--- src/rtl/shift_req_arbiter.sv ---
// -----------------------------------------------------------------------------
// shift_req_arbiter
//   Shares one pipelined shifter among NUM_REQ requesters. Requests are
//   arbitrated with valid/ready, at most one op per cycle is issued to the
//   shifter through registered sh_* outputs, and a tag pipeline of
//   {valid, id} runs alongside the shifter. When a tag reaches the tail, the
//   result is returned on rsp_* together with the id of the requester that
//   owns it.
//
//   Optional feature macro: SHARB_FIXED_PRIO_EN
//     defined   -> fixed priority, lowest index wins (ptr stays 0)
//     undefined -> round-robin, starting the search at ptr
//
// Ports
//   clk, rst      clock, synchronous active-high reset
//   ctrl_en       1 = grants allowed, 0 = no new grants (in-flight ops drain)
//   req_valid     per-requester request valid
//   req_ready     per-requester grant (one-hot or zero, combinational)
//   req_data      flattened operands, requester i at [i*DATA_W +: DATA_W]
//   req_amt       flattened shift amounts, requester i at [i*AMT_W +: AMT_W]
//   req_right     per-requester direction (1 = right)
//   sh_valid      op issued to the shifter this cycle
//   sh_data_in    shifter operand
//   sh_amount     shifter amount
//   sh_right      shifter direction
//   sh_data_out   shifter result, valid PIPE_LAT cycles after issue
//   rsp_valid     single-cycle result pulse
//   rsp_id        requester owning rsp_data
//   rsp_data      shifted result
//   busy          an op is issued but not yet returned
// -----------------------------------------------------------------------------
module shift_req_arbiter #(
  parameter int NUM_REQ  = 4,
  parameter int DATA_W   = 8,
  parameter int AMT_W    = 2,
  parameter int PIPE_LAT = 2,
  parameter int ID_W     = 2
) (
  input  logic                      clk,
  input  logic                      rst,
  input  logic                      ctrl_en,
  input  logic [NUM_REQ-1:0]        req_valid,
  output logic [NUM_REQ-1:0]        req_ready,
  input  logic [NUM_REQ*DATA_W-1:0] req_data,
  input  logic [NUM_REQ*AMT_W-1:0]  req_amt,
  input  logic [NUM_REQ-1:0]        req_right,
  output logic                      sh_valid,
  output logic [DATA_W-1:0]         sh_data_in,
  output logic [AMT_W-1:0]          sh_amount,
  output logic                      sh_right,
  input  logic [DATA_W-1:0]         sh_data_out,
  output logic                      rsp_valid,
  output logic [ID_W-1:0]           rsp_id,
  output logic [DATA_W-1:0]         rsp_data,
  output logic                      busy
);

  logic [ID_W-1:0]              ptr_q, ptr_d;
  logic                         sh_valid_q, sh_valid_d;
  logic [DATA_W-1:0]            sh_data_q, sh_data_d;
  logic [AMT_W-1:0]             sh_amt_q, sh_amt_d;
  logic                         sh_right_q, sh_right_d;
  logic [PIPE_LAT:0]            tag_vld_q, tag_vld_d;
  logic [PIPE_LAT:0][ID_W-1:0]  tag_id_q, tag_id_d;
  logic                         rsp_valid_q, rsp_valid_d;
  logic [ID_W-1:0]              rsp_id_q, rsp_id_d;
  logic [DATA_W-1:0]            rsp_data_q, rsp_data_d;

  logic [NUM_REQ-1:0]           grant;
  logic                         gnt_any;
  logic [ID_W-1:0]              gnt_id;
  logic [DATA_W-1:0]            sel_data;
  logic [AMT_W-1:0]             sel_amt;
  logic                         sel_right;

  // Arbitration: scan ptr, ptr+1, ... (mod NUM_REQ); first valid wins.
  // With ptr held at 0 this degenerates into lowest-index-wins.
  always_comb begin
    int idx;
    idx       = 0;
    grant     = '0;
    gnt_any   = 1'b0;
    gnt_id    = '0;
    sel_data  = '0;
    sel_amt   = '0;
    sel_right = 1'b0;
    if (ctrl_en && !rst) begin
      for (int k = 0; k < NUM_REQ; k++) begin
        idx = (int'(ptr_q) + k) % NUM_REQ;
        if (!gnt_any && req_valid[idx]) begin
          grant[idx] = 1'b1;
          gnt_any    = 1'b1;
          gnt_id     = ID_W'(idx);
          sel_data   = req_data[idx*DATA_W +: DATA_W];
          sel_amt    = req_amt[idx*AMT_W +: AMT_W];
          sel_right  = req_right[idx];
        end
      end
    end
  end

  assign req_ready = grant;

  always_comb begin
`ifdef SHARB_FIXED_PRIO_EN
    ptr_d = '0;
`else
    ptr_d = ptr_q;
    if (gnt_any) begin
      ptr_d = (gnt_id == ID_W'(NUM_REQ - 1)) ? '0 : gnt_id + ID_W'(1);
    end
`endif
  end

  // Issue stage: operands only change on a grant so the shifter input is stable
  always_comb begin
    sh_valid_d = gnt_any;
    sh_data_d  = gnt_any ? sel_data  : sh_data_q;
    sh_amt_d   = gnt_any ? sel_amt   : sh_amt_q;
    sh_right_d = gnt_any ? sel_right : sh_right_q;
  end

  // Tag pipe: stage 0 lines up with sh_*, stage PIPE_LAT with sh_data_out
  always_comb begin
    tag_vld_d   = {tag_vld_q[PIPE_LAT-1:0], gnt_any};
    tag_id_d    = tag_id_q;
    tag_id_d[0] = gnt_id;
    for (int k = 1; k <= PIPE_LAT; k++) begin
      tag_id_d[k] = tag_id_q[k-1];
    end
  end

  // Response stage: capture result at the tag tail, hold otherwise
  always_comb begin
    rsp_valid_d = tag_vld_q[PIPE_LAT];
    rsp_id_d    = tag_vld_q[PIPE_LAT] ? tag_id_q[PIPE_LAT] : rsp_id_q;
    rsp_data_d  = tag_vld_q[PIPE_LAT] ? sh_data_out        : rsp_data_q;
  end

  always_ff @(posedge clk) begin
    if (rst) begin
      ptr_q       <= '0;
      sh_valid_q  <= 1'b0;
      sh_data_q   <= '0;
      sh_amt_q    <= '0;
      sh_right_q  <= 1'b0;
      tag_vld_q   <= '0;
      rsp_valid_q <= 1'b0;
      rsp_id_q    <= '0;
      rsp_data_q  <= '0;
    end else begin
      ptr_q       <= ptr_d;
      sh_valid_q  <= sh_valid_d;
      sh_data_q   <= sh_data_d;
      sh_amt_q    <= sh_amt_d;
      sh_right_q  <= sh_right_d;
      tag_vld_q   <= tag_vld_d;
      rsp_valid_q <= rsp_valid_d;
      rsp_id_q    <= rsp_id_d;
      rsp_data_q  <= rsp_data_d;
    end
  end

  // Tag ids are qualified by tag_vld_q, so they need no reset
  always_ff @(posedge clk) begin
    tag_id_q <= tag_id_d;
  end

  assign sh_valid   = sh_valid_q;
  assign sh_data_in = sh_data_q;
  assign sh_amount  = sh_amt_q;
  assign sh_right   = sh_right_q;
  assign rsp_valid  = rsp_valid_q;
  assign rsp_id     = rsp_id_q;
  assign rsp_data   = rsp_data_q;
  assign busy       = sh_valid_q | (|tag_vld_q);

endmodule

--- config.mk ---
export PLATFORM = sky130hd
export DESIGN_NAME = shift_req_arbiter
export DESIGN_NICKNAME = d
export VERILOG_FILES = /design/src/rtl/shift_req_arbiter.sv
export SDC_FILE = /design/constraint.sdc
export NUM_CORES = 1
export LEC_CHECK = 0
export BUFFER_PORTS_ARGS = -buffer_cell sky130_fd_sc_hd__buf_2
export CELL_PAD_IN_SITES_DETAIL_PLACEMENT = 0
export CELL_PAD_IN_SITES_GLOBAL_PLACEMENT = 1
export CORE_MARGIN = 5
export CORE_UTILIZATION = 40
export DETAILED_ROUTE_END_ITERATION = 8
export PLACE_DENSITY = 0.91
export SYNTH_ARGS = -nofsm -noshare
export SYNTH_HDL_FRONTEND = slang
export SYNTH_SLANG_ARGS = --single-unit
--- constraint.sdc ---
create_clock -name clk -period 7.45 [get_ports clk]
set_clock_uncertainty 0.2 [all_clocks]
set_input_delay 1.49 -clock clk [delete_from_list [all_inputs] [get_ports clk]]
set_output_delay 1.49 -clock clk [all_outputs]
set_load 0.02 [all_outputs]
* After elaboration in Yosys (flattened, before gate mapping) *
Cells that the tools add are included.

operators by class
  bitwise logic cells = 7
  order comparisons = 8
  reduce and logical (&&, ||, !) cells = 16
  mux-type cells = 67
  equal/unequal tests = 1
  shift operators = 8
  $add $sub $neg = 4

operators with widths
  kind                   number
  $shiftx A32 B6 Y8      4
  $mux W8                5
  $mux W4                8
  $shiftx A8 B4 Y2       4
  $mux W1                31
  $mux W2                11
  $bmux W1 S2            8
  $lt A3 B4 Y1 const B   3
  $or A4 B4 Y4           3
  $ge A3 B1 Y1 const B   3
  $demux W1 S2           4
  $logic_and A1 B1 Y1    8
  $reduce_or A2 Y1       3
  $add A2 B1 Y2 const B  2
  $add A2 B2 Y2 const B  2
  $logic_not A1 Y1       4
  $and A1 B1 Y1 const A  3
  $lt A2 B3 Y1 const B   1
  $reduce_or A3 Y1       1
  $eq A2 B2 Y1 const B   1
  $ge A2 B1 Y1 const B   1
  $or A1 B1 Y1           1

storage, ports and cells
  input bits = 59
  register bits after elaboration = 34
  logic and storage cells = 123

* Longest topological paths before layout *
  depth in word-level cells = 19
  gate-level depth with buffers = 10
  gate-level depth less buffers = 8

* Least setup slack after synthesis *
Ideal clock, no wire load.

  kind = input -> output
  from = input port req_valid[2]
  to = output port req_ready[2]
  data arrival time = 3.125 ns
  stages on the path = 7
  setup slack = 2.635 ns
  data required time = 5.760 ns
  path through = buf_2 > mux4_2 > buf_6 > nor3_4 > buf_6 > nand2_1 > a21oi_1

on the way
  word-level cells in the longest chain between the ends = 16
  elaborated cells on any way between the ends = 34
  classes of those cells = 25 x mux; 3 x bitwise; 6 x reduce/logical

RTL lines
  element                        line  RTL
  start: declaration             42    input logic [NUM_REQ-1:0] req_valid,
  $bmux W1 S2                    90    if (!gnt_any && req_valid[idx]) begin
  $mux W1 (implied by the code)  90
  $mux W1                        90
  $mux W1                        87    if (ctrl_en && !rst) begin
  $logic_not A1 Y1               90
  $logic_and A1 B1 Y1            90
  $mux W1                        90
  $mux W1                        87
  $logic_not A1 Y1               90
  $logic_and A1 B1 Y1            90
  $mux W1                        90
  $mux W1                        87
  $logic_not A1 Y1               90
  $logic_and A1 B1 Y1            90
  $mux W4 (*)                    90
  $mux W4 (*)                    87
  end: declaration               43    output logic [NUM_REQ-1:0] req_ready,

Every way passes the cells marked *; elsewhere a longest branch is shown, timed or not. The select of a mux whose other input is x is not followed.

* Worst setup path after layout *
  from = register ptr_q[1]
  to = output port req_ready[3]

on the way
  word-level cells in the longest chain between the ends = 16
  elaborated cells on any way between the ends = 63
  classes of those cells = 3 x add/sub; 8 x order compare; 33 x mux; 6 x bitwise; 13 x reduce/logical

RTL lines
  element                                                                               line    RTL
  start: declaration                                                                    58      logic [ID_W-1:0] ptr_q, ptr_d;
  start signal: assignment                                                              152     ptr_q <= ptr_d;
  $add A2 B1 Y2 / $bmux W1 S2 (equally long branches)                                   89, 90
  $reduce_or A2 Y1 (no source line) / $mux W1 (equally long branches)                   --
  $and A1 B1 Y1 (no source line) / $mux W1 (equally long branches)                      --
  $lt A3 B4 Y1 (implied by the code) (tied with other cells)                            91      grant[idx] = 1'b1;
  $logic_and A1 B1 Y1 (implied by the code) / $logic_not A1 Y1 (equally long branches)  91, 90
  $mux W1 (implied by the code) / $logic_and A1 B1 Y1 (equally long branches)           91, 90
  $demux W1 S2 / $mux W1 (equally long branches)                                        91, 90
  $or A4 B4 Y4 (no source line) / $mux W1 (equally long branches)                       --
  $mux W4 / $logic_not A1 Y1 (equally long branches)                                    90
  $mux W4 / $logic_and A1 B1 Y1 (equally long branches)                                 87, 90
  $or A4 B4 Y4 (no source line) / $mux W1 (equally long branches)                       --
  $mux W4 / $mux W1 (equally long branches)                                             90, 87
  $mux W4 / $logic_not A1 Y1 (equally long branches)                                    87, 90
  $or A4 B4 Y4 (no source line) / $logic_and A1 B1 Y1 (equally long branches)           --
  $mux W4 (*)                                                                           90
  $mux W4 (*)                                                                           87

Marks and branches as above.

==> flow_summary_export.csv <==
group,metric,value,unit
worst_setup_path,end_kind,"output port",
worst_setup_path,path_cells,"buf_4 > inv_1 > ha_1 > buf_4 > mux4_2 > nor3_4 > nand2_1 > a21oi_1 > buf_2",
worst_setup_path,r2r_cells,9,
worst_setup_path,critPathMaxFanout,31,
final_layout,final_common_cell,"buf_2",
place,place_inst,435,
final_layout,area_growth,17.71,%
final_layout,diodes,0,
cts,cts_hold_buf,0,
worst_hold_path,holdCritPathClass,"reg2reg",
worst_setup_path,critical_path_class,"reg2out",
sta,tns,0,ns
logic_synthesis,synth_fp_nets,341,
die,io_pins,87,
die,start_util,40.84,%
die,rows,31,
place,gp_congestion,0.8281,
final_layout,final_nets,408,
global_routing,antenna_found_initial,0,
sta,rsz0062_at_grt,"false",
detailed_routing,drt-total-wl,7431,um
logic_synthesis,yosys_warnings,0,
worst_setup_path,worstReg2RegEnd,"ptr_q[0]",
logic_synthesis,synth.avg_cell_area,10.68,um^2
final_layout,most-common-layout-cells,"buf_2 (86), mux4_2 (46), dfxtp_1 (32)",
worst_setup_path,worst-endpoint-required,5.76,ns
cts,cts_setup_buffers,0,
cts,cts.clk_slew.worst_paths,0.06,ns
sta,finalCritPeriodShare,69.61,%
detailed_routing,drt-wirelength-per-cell,16.77,um
logic_synthesis,synth-seq-cells,33,
detailed_routing,drt_first_pass_iters,5,
global_routing,grt_pass1_wl,11850,um
global_routing,grt_use_total,16.29,%
global_routing,grt_pass1_vias,2400,
detailed_routing,ant_nets,0,
detailed_routing,vias_per_cell,5.847,
place,dp_hpwl,5543,um
cts,ctsResizeCount,0,
logic_synthesis,yosys.cell_types.count,39,
final_layout,layout-drive-gt1-share,44.48,%
pwr,p_per_area,241.7,nW/um^2
cts,clock-root-buffer,"clkbuf_8",
worst_setup_path,max_stage_delay,0.61,ns
worst_setup_path,slowest_stage,"mux4_2",
final_layout,final_cells,443,
global_routing,grt-ovfl-total,0,
detailed_routing,drcViolationCount,0,
detailed_routing,vias,2590,
logic_synthesis,seq_area_frac_synth,22.42,%
die,die_w,95.83,um
sta,maxSlewHeadroom,32.13,%
worst_setup_path,timing.rr.start,"ptr_q[1]",
worst_setup_path,timing.critical_path.mode_cell,"buf_4",
die,die-height,95.83,um
sta,period_minus_slack,5.186,ns
pwr,vdd_drop_max,101.0,uV
die,core,7214,um^2
sta,max_freq,192.8,MHz
place,port_buffers,86,
worst_setup_path,regToRegSetupSlack,3.70,ns
sta,setup_viol,0,
cts,htree_num_levels,2,
detailed_routing,drt_iter0_markers,197,
worst_setup_path,start_kind,"register",
worst_setup_path,crit_end,"req_ready[3]",
global_routing,grt_max_degree,59,
sta,worst_pin_slew,1.018,ns
cts,worstSkewPairLatency,0.28,ns
pwr,p_leak,0.001339,uW
run,drv_cap,0,
cts,numCtsBuffers,5,
cts,cts_tree,"done",
logic_synthesis,synth_area,2947,um^2
cts,clk_path_buf_depth,2,
sta,finalHoldViolCount,0,
run_status,status,"finished clean",
sta,slew_violations,0,
die,dieArea,9182,um^2
cts,clock_sinks,33,
worst_setup_path,critPathLaunch,"ptr_q[1]",
worst_setup_path,worstPathArrival,3.50,ns
logic_synthesis,syn_inst,276,
where the power goes:
| part | internal (uW) | switching [uW] | total, uW |
|---|---|---|---|
| clock network | 109 | 59.5 | 168 |
| registers | 197 | 9.49 | 207 |
| logic | 211 | 252 | 463 |
registers in the layout, summed over array words and instances, names as in the netlist:
register    flops
sh_right        1
rsp_valid       1
sh_amount       2
tag_vld_q       3
sh_data_in      8
ptr_q           2
tag_id_q        2
rsp_data        8
tag_id_d        4
rsp_id          2
synth_stat cells (all sizes together):
cell | number | area [um^2]
inv | 4 | 15.01
xnor2 | 1 | 8.760
nand2b | 2 | 20.02
a21oi | 28 | 143.9
dfxtp | 33 | 660.6
nand2 | 29 | 108.9
ha | 6 | 75.07
mux4 | 47 | 1062
nor2b | 4 | 32.53
clkbuf | 6 | 22.52
buf | 23 | 150.1
nor4 | 2 | 12.51
mux2i | 13 | 142.6
a221o | 5 | 50.05
a21o | 1 | 7.510
and4b | 1 | 10.01
or3 | 1 | 6.260
nor2 | 20 | 80.07
nand3b | 1 | 7.510
a22oi | 11 | 82.58
a311oi | 1 | 15.01
o21ai | 18 | 90.09
o31ai | 1 | 7.510
nor3 | 3 | 26.28
a2bb2oi | 1 | 15.01
mux2 | 1 | 11.26
or4 | 1 | 7.510
a31oi | 12 | 75.07
layout make-up:
type | instances | area, um^2
Clock inverter | 1 | 30.03
Inverter | 4 | 15.01
Fill cell | 686 | 3746
Multi-Input combinational cell | 210 | 2098
Tap cell | 99 | 123.9
Clock buffer | 7 | 86.33
Sequential cell | 33 | 661.9
Timing Repair Buffer | 89 | 452.9
worst min-delay path by stage:
stage	startpoint	endpoint	slack (ns)	cells past startpoint
6_report	tag_id_d[3]	tag_id_d[5]	0.13	0
5_1_grt	tag_id_d[2]	tag_id_d[4]	0.14	0
4_1_cts	tag_id_d[5]	tag_id_q[5]	0.13	0
3_5_place_dp	tag_id_d[2]	tag_id_d[4]	0.11	0
3_3_place_gp	tag_id_d[4]	tag_id_q[4]	0.11	0
2_1_floorplan	tag_id_d[2]	tag_id_d[4]	0.11	0
through the flow:
stage / hold slack [ns] / util, % / total power [uW] / setup WS [ns] / area (um^2)
after global placement: 0.1115 / 46.46 / 659.9 / 2.398 / 3352
after detailed placement: 0.1121 / 46.46 / 669.9 / 2.338 / 3352
after CTS: 0.1275 / 48.07 / 841.8 / 2.231 / 3468
after floorplan: 0.1096 / - / 586.2 / 2.635 / 2947
final: 0.1266 / 48.07 / 838.3 / 2.264 / 3468
after global routing: 0.1358 / 48.07 / 894.0 / 1.975 / 3468
logic make-up after synthesis:
logic type | share of synthesized area, %
xor+xnor | 0.2973
buf+inv | 6.369
fa+ha+maj | 2.548
flops | 22.42
compound gates | 16.52
simple gates | 10.57
mux | 41.27
worst max-delay path: cells and delay by family (launching register included):
| kind | cells | cell delay [ns] |
|---|---|---|
| simple gates | 2 | 0.70 |
| mux | 1 | 0.61 |
| fa+ha+maj | 1 | 0.33 |
| flops | 1 | 0.31 |
| buf+inv | 4 | 1.12 |
| compound gates | 1 | 0.13 |
metal layers:
layer  global-route usage [%]  part of all wire [%]  vias up
met1                    23.91                    43     1211
li1                         -                     -     1221
met2                    25.07                    46      151
met4                    3.081                  0.73        0
met3                    3.284                   9.5        7
met5                        0                     0        -
Power figures use the tool's default switching activity.
